## src/rtl/dram_cache_pkg.sv

```systemverilog
// Shared types and constants for the DRAM cache controller read path.
// Supplies the reorder-buffer depth helper, the stored entry type and the
// {tid, data} completion type used by the tag comparator and refill path.
`ifndef AXI_ID_WIDTH
`define AXI_ID_WIDTH 4
`endif
`ifndef AXI_DATA_WIDTH
`define AXI_DATA_WIDTH 32
`endif
`ifndef TID_WIDTH
`define TID_WIDTH 2
`endif

package dram_cache_pkg;

    localparam int ROB_ID_WIDTH   = `AXI_ID_WIDTH;
    localparam int ROB_DATA_WIDTH = `AXI_DATA_WIDTH;
    localparam int ROB_TID_WIDTH  = `TID_WIDTH;
    localparam int ROB_DEPTH      = 1 << ROB_TID_WIDTH;

    typedef struct packed {
        logic [ROB_ID_WIDTH-1:0]   id;
        logic [ROB_DATA_WIDTH-1:0] data;
    } rob_entry_t;

    typedef struct packed {
        logic [ROB_TID_WIDTH-1:0]  tid;
        logic [ROB_DATA_WIDTH-1:0] data;
    } rob_cpl_t;

    // Number of reorder-buffer slots addressed by a tid of the given width.
    function automatic int robDepth(input int tidWidth);
        return 1 << tidWidth;
    endfunction

endpackage

```

## src/rtl/read_reorder_buffer_storage.sv

```systemverilog
// rob_storage: flop array behind the read reorder buffer.
// One id write port (allocation), two data write ports (hit and miss
// completions, miss applied last so it wins on a shared tid), one
// combinational read port at the drain pointer, and the per-entry done bits.
module rob_storage #(
    parameter int ID_WIDTH   = 4,
    parameter int DATA_WIDTH = 32,
    parameter int TID_WIDTH  = 2
) (
    input  logic                  clk,
    input  logic                  rst_n,
    input  logic                  id_we_i,
    input  logic [TID_WIDTH-1:0]  id_waddr_i,
    input  logic [ID_WIDTH-1:0]   id_wdata_i,
    input  logic                  hit_we_i,
    input  logic [TID_WIDTH-1:0]  hit_waddr_i,
    input  logic [DATA_WIDTH-1:0] hit_wdata_i,
    input  logic                  miss_we_i,
    input  logic [TID_WIDTH-1:0]  miss_waddr_i,
    input  logic [DATA_WIDTH-1:0] miss_wdata_i,
    input  logic                  drain_clr_i,
    input  logic [TID_WIDTH-1:0]  raddr_i,
    output logic [ID_WIDTH-1:0]   rd_id_o,
    output logic [DATA_WIDTH-1:0] rd_data_o,
    output logic [(1<<TID_WIDTH)-1:0] done_o
);

    localparam int DEPTH = 1 << TID_WIDTH;

    logic [ID_WIDTH-1:0]   idMem_q   [DEPTH];
    logic [DATA_WIDTH-1:0] dataMem_q [DEPTH];
    logic [DEPTH-1:0]      done_q;
    logic [DEPTH-1:0]      done_d;

    // Record the host ARID for a newly allocated slot.
    always_ff @(posedge clk) begin
        if (id_we_i) begin
            idMem_q[id_waddr_i] <= id_wdata_i;
        end
    end

    // Completion data; the miss write is issued last so it overrides a hit on the same tid.
    always_ff @(posedge clk) begin
        if (hit_we_i) begin
            dataMem_q[hit_waddr_i] <= hit_wdata_i;
        end
        if (miss_we_i) begin
            dataMem_q[miss_waddr_i] <= miss_wdata_i;
        end
    end

    // Done bits: cleared on allocation and drain, set by either completion port.
    always_comb begin
        done_d = done_q;
        if (id_we_i) begin
            done_d[id_waddr_i] = 1'b0;
        end
        if (drain_clr_i) begin
            done_d[raddr_i] = 1'b0;
        end
        if (hit_we_i) begin
            done_d[hit_waddr_i] = 1'b1;
        end
        if (miss_we_i) begin
            done_d[miss_waddr_i] = 1'b1;
        end
    end

    // Done-bit register, wiped by reset so no stale entry can drain afterwards.
    always_ff @(posedge clk) begin
        if (!rst_n) begin
            done_q <= '0;
        end else begin
            done_q <= done_d;
        end
    end

    assign rd_id_o   = idMem_q[raddr_i];
    assign rd_data_o = dataMem_q[raddr_i];
    assign done_o    = done_q;

endmodule

```

## src/rtl/read_reorder_buffer.sv

```systemverilog
// read_reorder_buffer: hands out tids in host arrival order, accepts hit and
// miss completions in any order and returns them on the host R channel in tid
// order. Optional build macro ROB_ERR_CHECK_EN drops illegal completions and
// raises a sticky err_o.
module read_reorder_buffer
    import dram_cache_pkg::*;
#(
    parameter int ID_WIDTH     = ROB_ID_WIDTH,
    parameter int DATA_WIDTH   = ROB_DATA_WIDTH,
    parameter int TID_WIDTH    = ROB_TID_WIDTH,
    parameter int AFULL_MARGIN = 2
) (
    input  logic                          clk,
    input  logic                          rst_n,
    input  logic                          alloc_valid_i,
    output logic                          alloc_ready_o,
    input  logic [ID_WIDTH-1:0]           alloc_id_i,
    output logic [TID_WIDTH-1:0]          alloc_tid_o,
    input  logic                          hit_wren_i,
    input  logic [TID_WIDTH+DATA_WIDTH-1:0] hit_data_i,
    input  logic                          miss_wren_i,
    input  logic [TID_WIDTH+DATA_WIDTH-1:0] miss_data_i,
    output logic                          rob_afull_o,
`ifdef ROB_ERR_CHECK_EN
    output logic                          err_o,
`endif
    output logic [ID_WIDTH-1:0]           rid_o,
    output logic [DATA_WIDTH-1:0]         rdata_o,
    output logic [1:0]                    rresp_o,
    output logic                          rlast_o,
    output logic                          rvalid_o,
    input  logic                          rready_i
);

    localparam int DEPTH = robDepth(TID_WIDTH);
    localparam logic [TID_WIDTH:0] FULL_COUNT  = (TID_WIDTH+1)'(DEPTH);
    localparam logic [TID_WIDTH:0] AFULL_COUNT = (TID_WIDTH+1)'(DEPTH - AFULL_MARGIN);

    logic [TID_WIDTH-1:0]  head_q, tail_q;
    logic [TID_WIDTH:0]    count_q, count_d;
    logic                  afull_q;
    logic                  rvalid_q;
    logic [ID_WIDTH-1:0]   rid_q;
    logic [DATA_WIDTH-1:0] rdata_q;

    logic [TID_WIDTH-1:0]  hitTid, missTid;
    logic [DATA_WIDTH-1:0] hitData, missData;
    logic                  hitWe, missWe;
    logic                  allocFire, drainFire;
    logic [ID_WIDTH-1:0]   headId;
    logic [DATA_WIDTH-1:0] headData;
    logic [DEPTH-1:0]      doneVec;

    assign hitTid   = hit_data_i[TID_WIDTH+DATA_WIDTH-1 -: TID_WIDTH];
    assign hitData  = hit_data_i[DATA_WIDTH-1:0];
    assign missTid  = miss_data_i[TID_WIDTH+DATA_WIDTH-1 -: TID_WIDTH];
    assign missData = miss_data_i[DATA_WIDTH-1:0];

    assign alloc_ready_o = (count_q != FULL_COUNT);
    assign allocFire     = alloc_valid_i & alloc_ready_o;
    assign drainFire     = doneVec[head_q] & (~rvalid_q | rready_i);

`ifdef ROB_ERR_CHECK_EN
    logic [TID_WIDTH-1:0] hitOfs, missOfs;
    logic                 hitLive, missLive, sameTid, errSet;
    logic                 err_q;

    // A completion is legal only for an allocated, not-yet-done tid; flag everything else.
    always_comb begin
        hitOfs   = hitTid - head_q;
        missOfs  = missTid - head_q;
        hitLive  = ({1'b0, hitOfs} < count_q) & ~doneVec[hitTid];
        missLive = ({1'b0, missOfs} < count_q) & ~doneVec[missTid];
        sameTid  = hit_wren_i & miss_wren_i & (hitTid == missTid);
        hitWe    = hit_wren_i & hitLive & ~sameTid;
        missWe   = miss_wren_i & missLive;
        errSet   = (hit_wren_i & ~hitLive) | (miss_wren_i & ~missLive) | sameTid;
    end

    // Sticky error flag, cleared only by reset.
    always_ff @(posedge clk) begin
        if (!rst_n) begin
            err_q <= 1'b0;
        end else if (errSet) begin
            err_q <= 1'b1;
        end
    end

    assign err_o = err_q;
`else
    assign hitWe  = hit_wren_i;
    assign missWe = miss_wren_i;
`endif

    rob_storage #(
        .ID_WIDTH   (ID_WIDTH),
        .DATA_WIDTH (DATA_WIDTH),
        .TID_WIDTH  (TID_WIDTH)
    ) u_storage (
        .clk          (clk),
        .rst_n        (rst_n),
        .id_we_i      (allocFire),
        .id_waddr_i   (tail_q),
        .id_wdata_i   (alloc_id_i),
        .hit_we_i     (hitWe),
        .hit_waddr_i  (hitTid),
        .hit_wdata_i  (hitData),
        .miss_we_i    (missWe),
        .miss_waddr_i (missTid),
        .miss_wdata_i (missData),
        .drain_clr_i  (drainFire),
        .raddr_i      (head_q),
        .rd_id_o      (headId),
        .rd_data_o    (headData),
        .done_o       (doneVec)
    );

    // Occupancy: alloc and drain in the same cycle cancel out.
    always_comb begin
        count_d = count_q;
        case ({allocFire, drainFire})
            2'b10:   count_d = count_q + (TID_WIDTH+1)'(1);
            2'b01:   count_d = count_q - (TID_WIDTH+1)'(1);
            default: count_d = count_q;
        endcase
    end

    // Pointers, occupancy and the registered almost-full flag.
    always_ff @(posedge clk) begin
        if (!rst_n) begin
            head_q  <= '0;
            tail_q  <= '0;
            count_q <= '0;
            afull_q <= 1'b0;
        end else begin
            if (allocFire) begin
                tail_q <= tail_q + TID_WIDTH'(1);
            end
            if (drainFire) begin
                head_q <= head_q + TID_WIDTH'(1);
            end
            count_q <= count_d;
            afull_q <= (count_d >= AFULL_COUNT);
        end
    end

    // Host R output register: load the head entry when free, hold under back-pressure.
    always_ff @(posedge clk) begin
        if (!rst_n) begin
            rvalid_q <= 1'b0;
            rid_q    <= '0;
            rdata_q  <= '0;
        end else if (drainFire) begin
            rvalid_q <= 1'b1;
            rid_q    <= headId;
            rdata_q  <= headData;
        end else if (rready_i) begin
            rvalid_q <= 1'b0;
        end
    end

    assign alloc_tid_o = tail_q;
    assign rob_afull_o = afull_q;
    assign rvalid_o    = rvalid_q;
    assign rlast_o     = rvalid_q;
    assign rid_o       = rid_q;
    assign rdata_o     = rdata_q;
    assign rresp_o     = 2'b00;

endmodule

```

## config.mk

```make
export PLATFORM = sky130hd
export DESIGN_NAME = read_reorder_buffer
export DESIGN_NICKNAME = d
export VERILOG_FILES = /design/src/rtl/dram_cache_pkg.sv /design/src/rtl/read_reorder_buffer_storage.sv /design/src/rtl/read_reorder_buffer.sv
export SDC_FILE = /design/constraint.sdc
export NUM_CORES = 1
export LEC_CHECK = 0
export BUFFER_PORTS_ARGS = -buffer_cell sky130_fd_sc_hd__buf_2
export CAP_MARGIN = 5
export CORE_ASPECT_RATIO = 2
export CORE_MARGIN = 1.5
export CORE_UTILIZATION = 60
export DETAILED_ROUTE_END_ITERATION = 6
export PLACE_DENSITY = 0.83
export SLEW_MARGIN = 10
export SYNTH_ARGS = -nofsm -noshare
export SYNTH_HDL_FRONTEND = slang
export SYNTH_SLANG_ARGS = --single-unit
```

## constraint.sdc

```tcl
create_clock -name clk -period 8.2 [get_ports clk]
set_input_delay 0.41 -clock clk [delete_from_list [all_inputs] [get_ports clk]]
set_output_delay 0.41 -clock clk [all_outputs]
set_load 0.01 [all_outputs]
```

# ---- Word level (Yosys, flattened, before mapping)
# Memory sizes are Yosys's and may differ from the RTL's. A register that Yosys moved wholly into a read port is not among the register bits.
# Cells that the tools add are included.
dict set report word_totals {
  ff_bits 13
  mem_bits_rw 144
  out_inout_bits 44
  elab_cells 64
  mem_count 2
}
dict set report op_classes {
  addsub 4
  n_lt_le_gt_ge 9
  eq_ne 3
  mux 23
  bitwise 10
  n_reduce_logical 7
}
# name depth width read_ports rd_ports_with_merged_regs write_ports line
set mem_list {}
lappend mem_list {u_storage.dataMem_q 4 32 1 1 2 read_reorder_buffer_storage.sv:31} ;# logic [DATA_WIDTH-1:0] dataMem_q [DEPTH];
lappend mem_list {u_storage.idMem_q 4 4 1 1 1 read_reorder_buffer_storage.sv:30} ;# logic [ID_WIDTH-1:0] idMem_q [DEPTH];
# cell count
set ops {}
lappend ops {{$mux 4} 4}
lappend ops {{$mux 1} 13}
lappend ops {{$lt 2x3->1 const B} 4}
lappend ops {{$and 4x4->4} 2}
lappend ops {{$demux 1 s2} 4}
lappend ops {{$ge 2x1->1 const B} 4}
lappend ops {{$not 4->4} 2}
lappend ops {{$or 4x4->4} 2}
lappend ops {{$pmux 3 s2} 1}
lappend ops {{$add 2x1->2 const B} 2}
lappend ops {{$logic_and 1x1->1} 4}
lappend ops {{$add 3x1->3 const B} 1}
lappend ops {{$ge 3x2->1 const B} 1}
lappend ops {{$ne 3x3->1 const B} 1}
lappend ops {{$sub 3x1->3 const B} 1}
lappend ops {{$and 1x1->1} 2}
lappend ops {{$bmux 1 s2} 1}
lappend ops {{$eq 2x1->1 const B} 1}
lappend ops {{$eq 2x2->1 const B} 1}
lappend ops {{$logic_not 1->1} 2}
lappend ops {{$reduce_bool 2->1} 1}
lappend ops {{$not 1->1} 1}
lappend ops {{$or 1x1->1} 1}

# ---- Longest topological paths before layout
# Gate-level depths: netlist (run 1).
dict set report depth {
  word_depth 13
  mapped_depth 9
  depth_no_buf 8
}

# ---- Modules after synthesis
# A second synthesis (run 1) with hierarchy kept.
dict set report unflattened {
  cells_unflattened 570
  area_unflattened_um2 8884.8
}
# module n_inst cells_each area_per_inst_um2 seq_area_each_um2
set by_module_without_submodules {}
lappend by_module_without_submodules {rob_storage 1 363 6965.4 4404.2}
lappend by_module_without_submodules {read_reorder_buffer 1 207 1919.3 900.9}

# ---- Least setup slack after synthesis (run 1)
# OpenSTA, ideal clock, no wires.
dict set report synth_timing {
  path_kind {input port to flip-flop}
  from {input hit_data_i[32]}
  to {memory u_storage.dataMem_q[2][0] (enable)}
  setup_time_ns 0.468
  arrival_ns 2.892
  required_ns 7.732
  setup_slack_ns 4.840
  stages 2
  path_cell_list {nand2b_1 -> o21ai_0}
}
# item line
set synth_rtl {}
lappend synth_rtl {{start, declared} read_reorder_buffer.sv:20} ;# input logic [TID_WIDTH+DATA_WIDTH-1:0] hit_data_i,
lappend synth_rtl {{end, declared} read_reorder_buffer_storage.sv:31}

# ---- Final worst setup path (run 1)
dict set report layout_timing {
  from {register head_q[1]}
  to {register afull_q, in the netlist rob_afull_o}
}
dict set report layout_via {
  elab_chain_len 6
}
# item line
set layout_rtl {}
lappend layout_rtl {{start, declared} read_reorder_buffer.sv:39} ;# logic [TID_WIDTH-1:0] head_q, tail_q;
lappend layout_rtl {{start signal, assigned} read_reorder_buffer.sv:140} ;# head_q <= head_q + TID_WIDTH'(1);
lappend layout_rtl {{$bmux 1 s2 (*)} read_reorder_buffer.sv:61} ;# assign drainFire = doneVec[head_q] & (~rvalid_q | rready_i);
lappend layout_rtl {{$mux 1 (not written as such) (*)} read_reorder_buffer.sv:61}
lappend layout_rtl {{$and 1x1->1 (*)} read_reorder_buffer.sv:61}
lappend layout_rtl {{net drainFire} read_reorder_buffer.sv:49} ;# logic allocFire, drainFire;
lappend layout_rtl {{$eq 2x1->1 or $eq 2x2->1 (tied branches)} read_reorder_buffer.sv:121} ;# case ({allocFire, drainFire})
lappend layout_rtl {{$pmux 3 s2 (*)} read_reorder_buffer.sv:121}
lappend layout_rtl {{$ge 3x2->1 (*)} read_reorder_buffer.sv:143} ;# afull_q <= (count_d >= AFULL_COUNT);
lappend layout_rtl {{end signal, assigned} read_reorder_buffer.sv:143}
lappend layout_rtl {{end, declared} read_reorder_buffer.sv:41} ;# logic afull_q;
# Mark *: on every way through the listed nets, which the timed path passes. The rest lies on a longest branch. The select of a mux whose other input is x is not followed.
# A chain may end at the register's enable or synchronous reset.

==> flow_metrics.tcl, run 1 <==
set metrics [dict create \
    layout_commonest_cell "edfxtp_1" \
    clock_latency_ps 430 \
    cts_max_level 4 \
    rows 63 \
    max_freq_mhz 328 \
    fp.coreArea_um2 14800 \
    synth_flop_cell "edfxtp_1" \
    path_clk_slew_ps 80 \
    synth_cell_types 37 \
    post_cts_buffers 0 \
    postSynthAreaPerCell_um2 15.4 \
    worst_pin_slew_ps 1180 \
    synth_area_um2 9070 \
    syn_inst 590 \
    grtUsageTotal 0.263 \
    cp.arrival_ps 3390 \
    setup_viol 0 \
    io_buffers 119 \
    dieArea_um2 15900 \
    initial_utilization 0.612 \
    cts_buffers 17 \
    gp_congestion 0.801 \
    area_growth_pct 14.0 \
    r2r_setup_slack_ps 5150 \
    cts_buffer_depth 2 \
    die_y_um 177 \
    fillCellCount 1043 \
    final_cell_mix "edfxtp_1 (144), buf_2 (119), mux2_2 (109)" \
    post_drt_wl_per_cell_um 22.5 \
    cts_root_buf "clkbuf_16" \
    p_per_area_nw_per_um2 222 \
    cp_max_fo 40 \
    clock_sinks 193 \
    yosysSeqAreaShare 0.585 \
    worstSetupStartpointType "flop" \
    grt_pass1_wl_um 31700 \
    num_io_pins 122 \
    end_kind "flop" \
    ff2ff_path_depth 7 \
    hp-class "in2reg" \
    rsz0062_at_grt "false" \
    drive_above_1_share 0.450 \
    drt-vias-per-instance 6.25 \
    fin_crit_sh 0.372 \
    yosys_warnings 0 \
    crit_start "head_q[1]$_SDFFE_PN0N_" \
    report.final.slew_viol_count 0 \
    worstReg2RegStart "head_q[1]$_SDFFE_PN0N_" \
    skew_ps 11.4 \
    ir_drop_v 0.000195 \
    drt_iter0_markers 352 \
    period_needed_ps 3050 \
    total_power_uw 2300 \
    vias 5627 \
    synthArstFlopShare 0 \
    cp.required_ps 8530 \
    antenna_left 0 \
    cts_tree "built" \
    maxCapViolCount 0 \
    drc 0 \
    dieWidth_um 90.0 \
    setup_tns_ps 0 \
    wirelength_um 20300 \
    cts_hold_buf 0 \
    hold_viol_final 0 \
    antenna_found_initial 0 \
    critPathCapture "rob_afull_o$_SDFF_PN0_" \
    fin_nets 780 \
    status "completed" \
    grt_max_degree 83 \
    synth_edf_count 144 \
    crit_type "reg2reg" \
    firstDrtPassIters 4 \
    power.leakage_uw 0.00378 \
    antennaDiodeCount 0 \
    grt-ovfl-total 0 \
    dp_hpwl_um 12200 \
    rr_endpoint "rob_afull_o$_SDFF_PN0_" \
    postCtsResizedCells 0 \
    min-delay-start "alloc_id_i[3]" \
    grt_pass1_vias 6051 \
    slew_headroom 0.213 \
    ys_seq_elements 193 \
]
## worst min path at each step
| stage | cells after the start | to | slack (ps) |
|---|---|---|---|
| 2_1_floorplan | 2 | count_q[2]$_SDFF_PN0_ | 490 |
| 3_3_place_gp | 2 | alloc_tid_o[0]$_SDFFE_PN0P_ | 520 |
| 3_5_place_dp | 2 | alloc_tid_o[1]$_SDFFE_PN0P_ | 540 |
| 4_1_cts | 1 | u_storage.idMem_q[2][3]$_DFFE_PP_ | 190 |
| 5_1_grt | 1 | u_storage.idMem_q[2][3]$_DFFE_PP_ | 200 |
| 6_report | 1 | u_storage.idMem_q[2][3]$_DFFE_PP_ | 210 |
## synthesized netlist by cell type (2+ instances only)
cell type  instances  share of area
buf_1              6         0.0025
and3_1             5         0.0034
nand2b_1           2         0.0014
mux2_1            19          0.024
clkbuf_1          15         0.0062
mux4_2            37          0.092
buf_6              6         0.0074
nand3b_1           2         0.0017
nand3_1           44          0.024
a31oi_1            5         0.0034
a21oi_1           42          0.023
nand2_1            6         0.0025
dfxtp_1           49           0.11
mux2_2           109           0.14
buf_4              6         0.0050
a22o_1             4         0.0039
buf_2             15         0.0083
ha_1               9          0.012
a21bo_1           36          0.040
inv_1              7         0.0029
o21ai_0            6         0.0033
edfxtp_1         144           0.48
nor2_1             2        0.00083
## layer usage
| metal | GRT usage | part of all wire | vias to the layer above |
|---|---|---|---|
| li1 | - | - | 2506 |
| met1 | 0.297 | 0.37 | 2877 |
| met2 | 0.491 | 0.55 | 215 |
| met3 | 0.0434 | 0.048 | 29 |
| met4 | 0.105 | 0.023 | 0 |
| met5 | 0 | 0 | - |
## cell families after synthesis
| family | after synthesis | synth area share |
|---|---|---|
| AOI/OAI and AO/OA | 96 | 0.0760 |
| xor gates and xnor gates | 2 | 0.00193 |
| adders and majority gates | 10 | 0.0146 |
| buffers and inverters | 57 | 0.0331 |
| DFF | 193 | 0.585 |
| muxes | 166 | 0.252 |
| other | 1 | 0.000413 |
| and+or+nand+nor | 65 | 0.0376 |
## area by class of cell
| cell class | count | area, µm² | share of cell area |
|---|---|---|---|
| clock buffers | 17 | 425 | 0.0411 |
| clock inverters | 15 | 125 | 0.0121 |
| inverters | 9 | 33.8 | 0.00327 |
| multi-input cells | 341 | 3530 | 0.341 |
| flip-flops and latches | 193 | 5310 | 0.513 |
| well taps | 195 | 244 | 0.0236 |
| repair buffers | 130 | 678 | 0.0655 |
## sequential cells by signal, summed over array words and instances, names as in the netlist
name	cells
rid_o	4
rlast_o	1
rob_afull_o	1
alloc_tid_o	2
u_storage.dataMem_q	128
u_storage.done_o	4
u_storage.idMem_q	16
count_q	3
rdata_o	32
head_q	2
## stage by stage
step | utilization | std cells | hold slack (ps) | worst slack, ps | instance area [µm²]
after floorplan | - | 591 | 490 | 4840 | 9080
after global placement | 0.661 | 868 | 516 | 5220 | 9800
after detailed placement | 0.661 | 868 | 538 | 5150 | 9800
after CTS | 0.698 | 900 | 195 | 5130 | 10300
after global routing | 0.698 | 900 | 197 | 4960 | 10300
final | 0.698 | 900 | 210 | 5150 | 10300
## power by group
part           total (µW)  internal, µW  leakage, µW  switching, µW
sequential           1180          1150      0.00175           37.1
clock                 782           399     0.000277            383
combinational         329           157      0.00176            171
## critical path: stages (launching register included)
cell and delay (ps):
dfxtp_2 1090, mux4_2 430, and2_1 170, ha_1 210, fa_1 390, xnor2_1 150
or3_1 330, a31oi_1 190
Note: power is estimated with default switching activity, not from simulation.
==> inputs of run 2 (changes only) <==
--- a/config.mk
+++ b/config.mk
@@ -5,13 +5,14 @@
 export SDC_FILE = /design/constraint.sdc
 export NUM_CORES = 1
 export LEC_CHECK = 0
+export ABC_AREA = 1
 export BUFFER_PORTS_ARGS = -buffer_cell sky130_fd_sc_hd__buf_2
 export CAP_MARGIN = 5
 export CORE_ASPECT_RATIO = 2
 export CORE_MARGIN = 1.5
-export CORE_UTILIZATION = 60
+export CORE_UTILIZATION = 52
 export DETAILED_ROUTE_END_ITERATION = 6
-export PLACE_DENSITY = 0.83
+export PLACE_DENSITY = 0.76
 export SLEW_MARGIN = 10
 export SYNTH_ARGS = -nofsm -noshare
 export SYNTH_HDL_FRONTEND = slang
==> constraint.sdc (replaced) <==
create_clock -name clk -period 2.6 [get_ports clk]
set_input_delay 0.13 -clock clk [delete_from_list [all_inputs] [get_ports clk]]
set_output_delay 0.13 -clock clk [all_outputs]
set_load 0.01 [all_outputs]
==> run 2 against run 1 <==
Register-to-register slack lost 4800 ps; first-iteration DRC count grew 9.1%; largest power group unchanged; largest cell class unchanged; critical path depth grew 6; combinational power grew to 11 times the previous value; clock power grew to 3.1 times the previous value; clock skew is essentially flat; non-clock buffer count grew 14; power grew to 4.4 times the previous value.
==> flow_metrics.tcl, run 2 <==
set metrics [dict create \
    rr_endpoint "rob_afull_o$_SDFF_PN0_" \
    period_needed_ps 2210 \
    hold_viol_final 0 \
    report.final.slew_viol_count 0 \
    worst_pin_slew_ps 825 \
    post_drt_wl_per_cell_um 15.6 \
    dp_hpwl_um 13200 \
    crit_chain "inv_2 > nand2_1 > nand3_2 > nand3_4 > inv_2 > ha_1 > fa_1 > nand2_1 > nand2_1 > nor2_1 > inv_1 > o21ai_0 > o21ai_0" \
    slew_headroom 0.450 \
    ys_seq_elements 193 \
    antenna_left 0 \
    min_to "u_storage.dataMem_q[3][8]$_DFFE_PP_" \
    synth_edf_count 144 \
    antenna_found_initial 0 \
    fp.coreArea_um2 16800 \
    area_growth_pct 15.1 \
    yosysMostFrequentCell "nand2_1" \
    dieArea_um2 18100 \
    cts_buffer_depth 2 \
    cts_max_level 4 \
    wirelength_um 20800 \
    drt-vias-per-instance 5.28 \
    maxCapViolCount 0 \
    grtUsageTotal 0.243 \
    die_y_um 189 \
    yosysSeqAreaShare 0.593 \
    p_per_area_nw_per_um2 982 \
    hp-class "in2reg" \
    drive_above_1_share 0.164 \
    largest_reg_flops 128 \
    fin_nets 1201 \
    grt_pass1_wl_um 32800 \
    postSynthAreaPerCell_um2 8.82 \
    ir_drop_v 0.000543 \
    fin_area_um2 10300 \
    max_stage_delay_ps 390 \
    initial_utilization 0.534 \
    syn_inst 1015 \
    grt_pass1_vias 6990 \
    cts_buffers 17 \
    vias 7033 \
    final_cell_mix "nand2_1 (221), o21ai_0 (205), nor2_1 (162)" \
    cp.required_ps 2910 \
    post_cts_buffers 0 \
    skew_ps 11.5 \
    yosys-top-cells-count "nand2_1 (222), o21ai_0 (208), nor2_1 (162)" \
    synth_top_area_share 0.483 \
    setup_tns_ps 0 \
    layout_commonest_cell "nand2_1" \
    path_clk_slew_ps 80 \
    num_io_pins 122 \
    synthArstFlopShare 0 \
    crit_buf_inv 3 \
    crit_type "reg2reg" \
    netlist_top_cells_area "edfxtp_1 (48%), o21ai_0 (12%), dfxtp_1 (11%), nand2_1 (9.3%), nor2_1 (6.8%)" \
    io_buffers 119 \
    gp_congestion 0.832 \
    drc 0 \
    rsz0062_at_grt "false" \
    cts_hold_buf 4 \
    synth_top_area_cell "edfxtp_1" \
    cts_root_buf "clkbuf_16" \
    clock_latency_ps 440 \
    multi_input_area_um2 3030 \
    min-delay-start "hit_data_i[8]" \
    top_register "u_storage.dataMem_q" \
    antennaDiodeCount 0 \
    ff_latch_area_um2 5310 \
    setup_viol 0 \
    fin_crit_sh 0.849 \
    worstReg2RegStart "head_q[0]$_SDFFE_PN0N_" \
    end_kind "flop" \
    synth_area_um2 8950 \
    yosys_warnings 0 \
    place_area_um2 9710 \
    fin_ws_ps 393 \
    whs_path_depth 3 \
    clock_sinks 193 \
    grt_max_degree 77 \
    cpMostUsedCell "nand2_1" \
    worstSetupStartpointType "flop" \
    cp.arrival_ps 2520 \
    dieWidth_um 95.8 \
    max_freq_mhz 453 \
    dpl_worst_slack_ps 405 \
    postCtsResizedCells 0 \
    fillCellCount 1400 \
    ff2ff_path_depth 13 \
    r2r_setup_slack_ps 390 \
    cp_max_fo 12 \
    synth_flop_cell "edfxtp_1" \
    power.leakage_uw 0.00449 \
    crit_family "adder cells" \
    cts_tree "built" \
    synth_cell_types 23 \
    cp_slowest_cell "fa_1" \
    grt-ovfl-total 0 \
    status "completed" \
    drt_iter0_markers 384 \
    rows 67 \
    firstDrtPassIters 5 \
]
-- run 2: cell count changes in the layout (fill, tap and decap cells not counted), sizes merged, moves of 36 or more --
| cell | change |
|---|---|
| a21bo | -36 |
| inv | +85 |
| mux2 | -128 |
| mux4 | -37 |
| nand2 | +216 |
| nand3 | -39 |
| nor2 | +160 |
| o21ai | +202 |
| o22ai | +36 |
-- run 2: metrics by stage --
| stage | util | total power [µW] | hold slack, ps | cells |
|---|---|---|---|---|
| floorplan | - | 6690 | 229 | 1016 |
| global placement | 0.579 | 7650 | 358 | 1297 |
| detailed placement | 0.579 | 7740 | 357 | 1297 |
| CTS | 0.614 | 10200 | 5.60 | 1333 |
| global route | 0.614 | 10800 | 18.8 | 1333 |
| finish | 0.614 | 10100 | 21.0 | 1333 |
-- run 2: per-layer routing --
layer | global-route usage | routed length, µm | up-vias
met5 | 0 | 0 | -
met4 | 0.131 | 739 | 0
met3 | 0.0404 | 1110 | 54
met2 | 0.443 | 11600 | 237
met1 | 0.253 | 7360 | 3195
li1 | - | - | 3547
-- run 2: worst reg2reg max path, stage by stage (launching register included) --
cell     delay, ps
dfxtp_2        370
inv_2          110
nand2_1         90
nand3_2        130
nand3_4        120
inv_2           40
ha_1           210
fa_1           390
nand2_1         70
nand2_1         40
nor2_1         120
inv_1           50
o21ai_0        210
o21ai_0        120
-- run 2: cell families (layout without fill, tap and decap cells) --
group           count (synthesis)  count (layout)  share of synthesized area
mux                             1               1                    0.00112
compound gates                254             254                      0.147
flops                         193             193                      0.593
other cells                     1               2                   0.000419
buf+inv                       163             273                     0.0752
fa+ha+maj                      10              10                     0.0148
simple gates                  393             393                      0.168
-- run 2: area by class of cell --
type	instances	area share
clock buffers	17	0.0413
clock inverters	15	0.0121
inverters	97	0.0353
multi-input cells	660	0.294
flip-flops and latches	193	0.515
well taps	207	0.0251
repair buffers	144	0.0770
-- run 2: worst max path at each step --
stage                                   to  cells past startpoint                   start
global route        rob_afull_o$_SDFF_PN0_                     13  head_q[0]$_SDFFE_PN0N_
CTS                 rob_afull_o$_SDFF_PN0_                     13  head_q[0]$_SDFFE_PN0N_
detailed placement  rob_afull_o$_SDFF_PN0_                     13  head_q[0]$_SDFFE_PN0N_
floorplan           rob_afull_o$_SDFF_PN0_                     14  head_q[0]$_SDFFE_PN0N_
finish              rob_afull_o$_SDFF_PN0_                     13  head_q[0]$_SDFFE_PN0N_
global placement    rob_afull_o$_SDFF_PN0_                     13  head_q[0]$_SDFFE_PN0N_
-- run 2: where the power goes --
part / leakage (µW) / switching (µW) / internal, µW
clock: 0.000272 / 1190 / 1250
sequential: 0.00174 / 240 / 3910
combinational: 0.00248 / 2330 / 1200
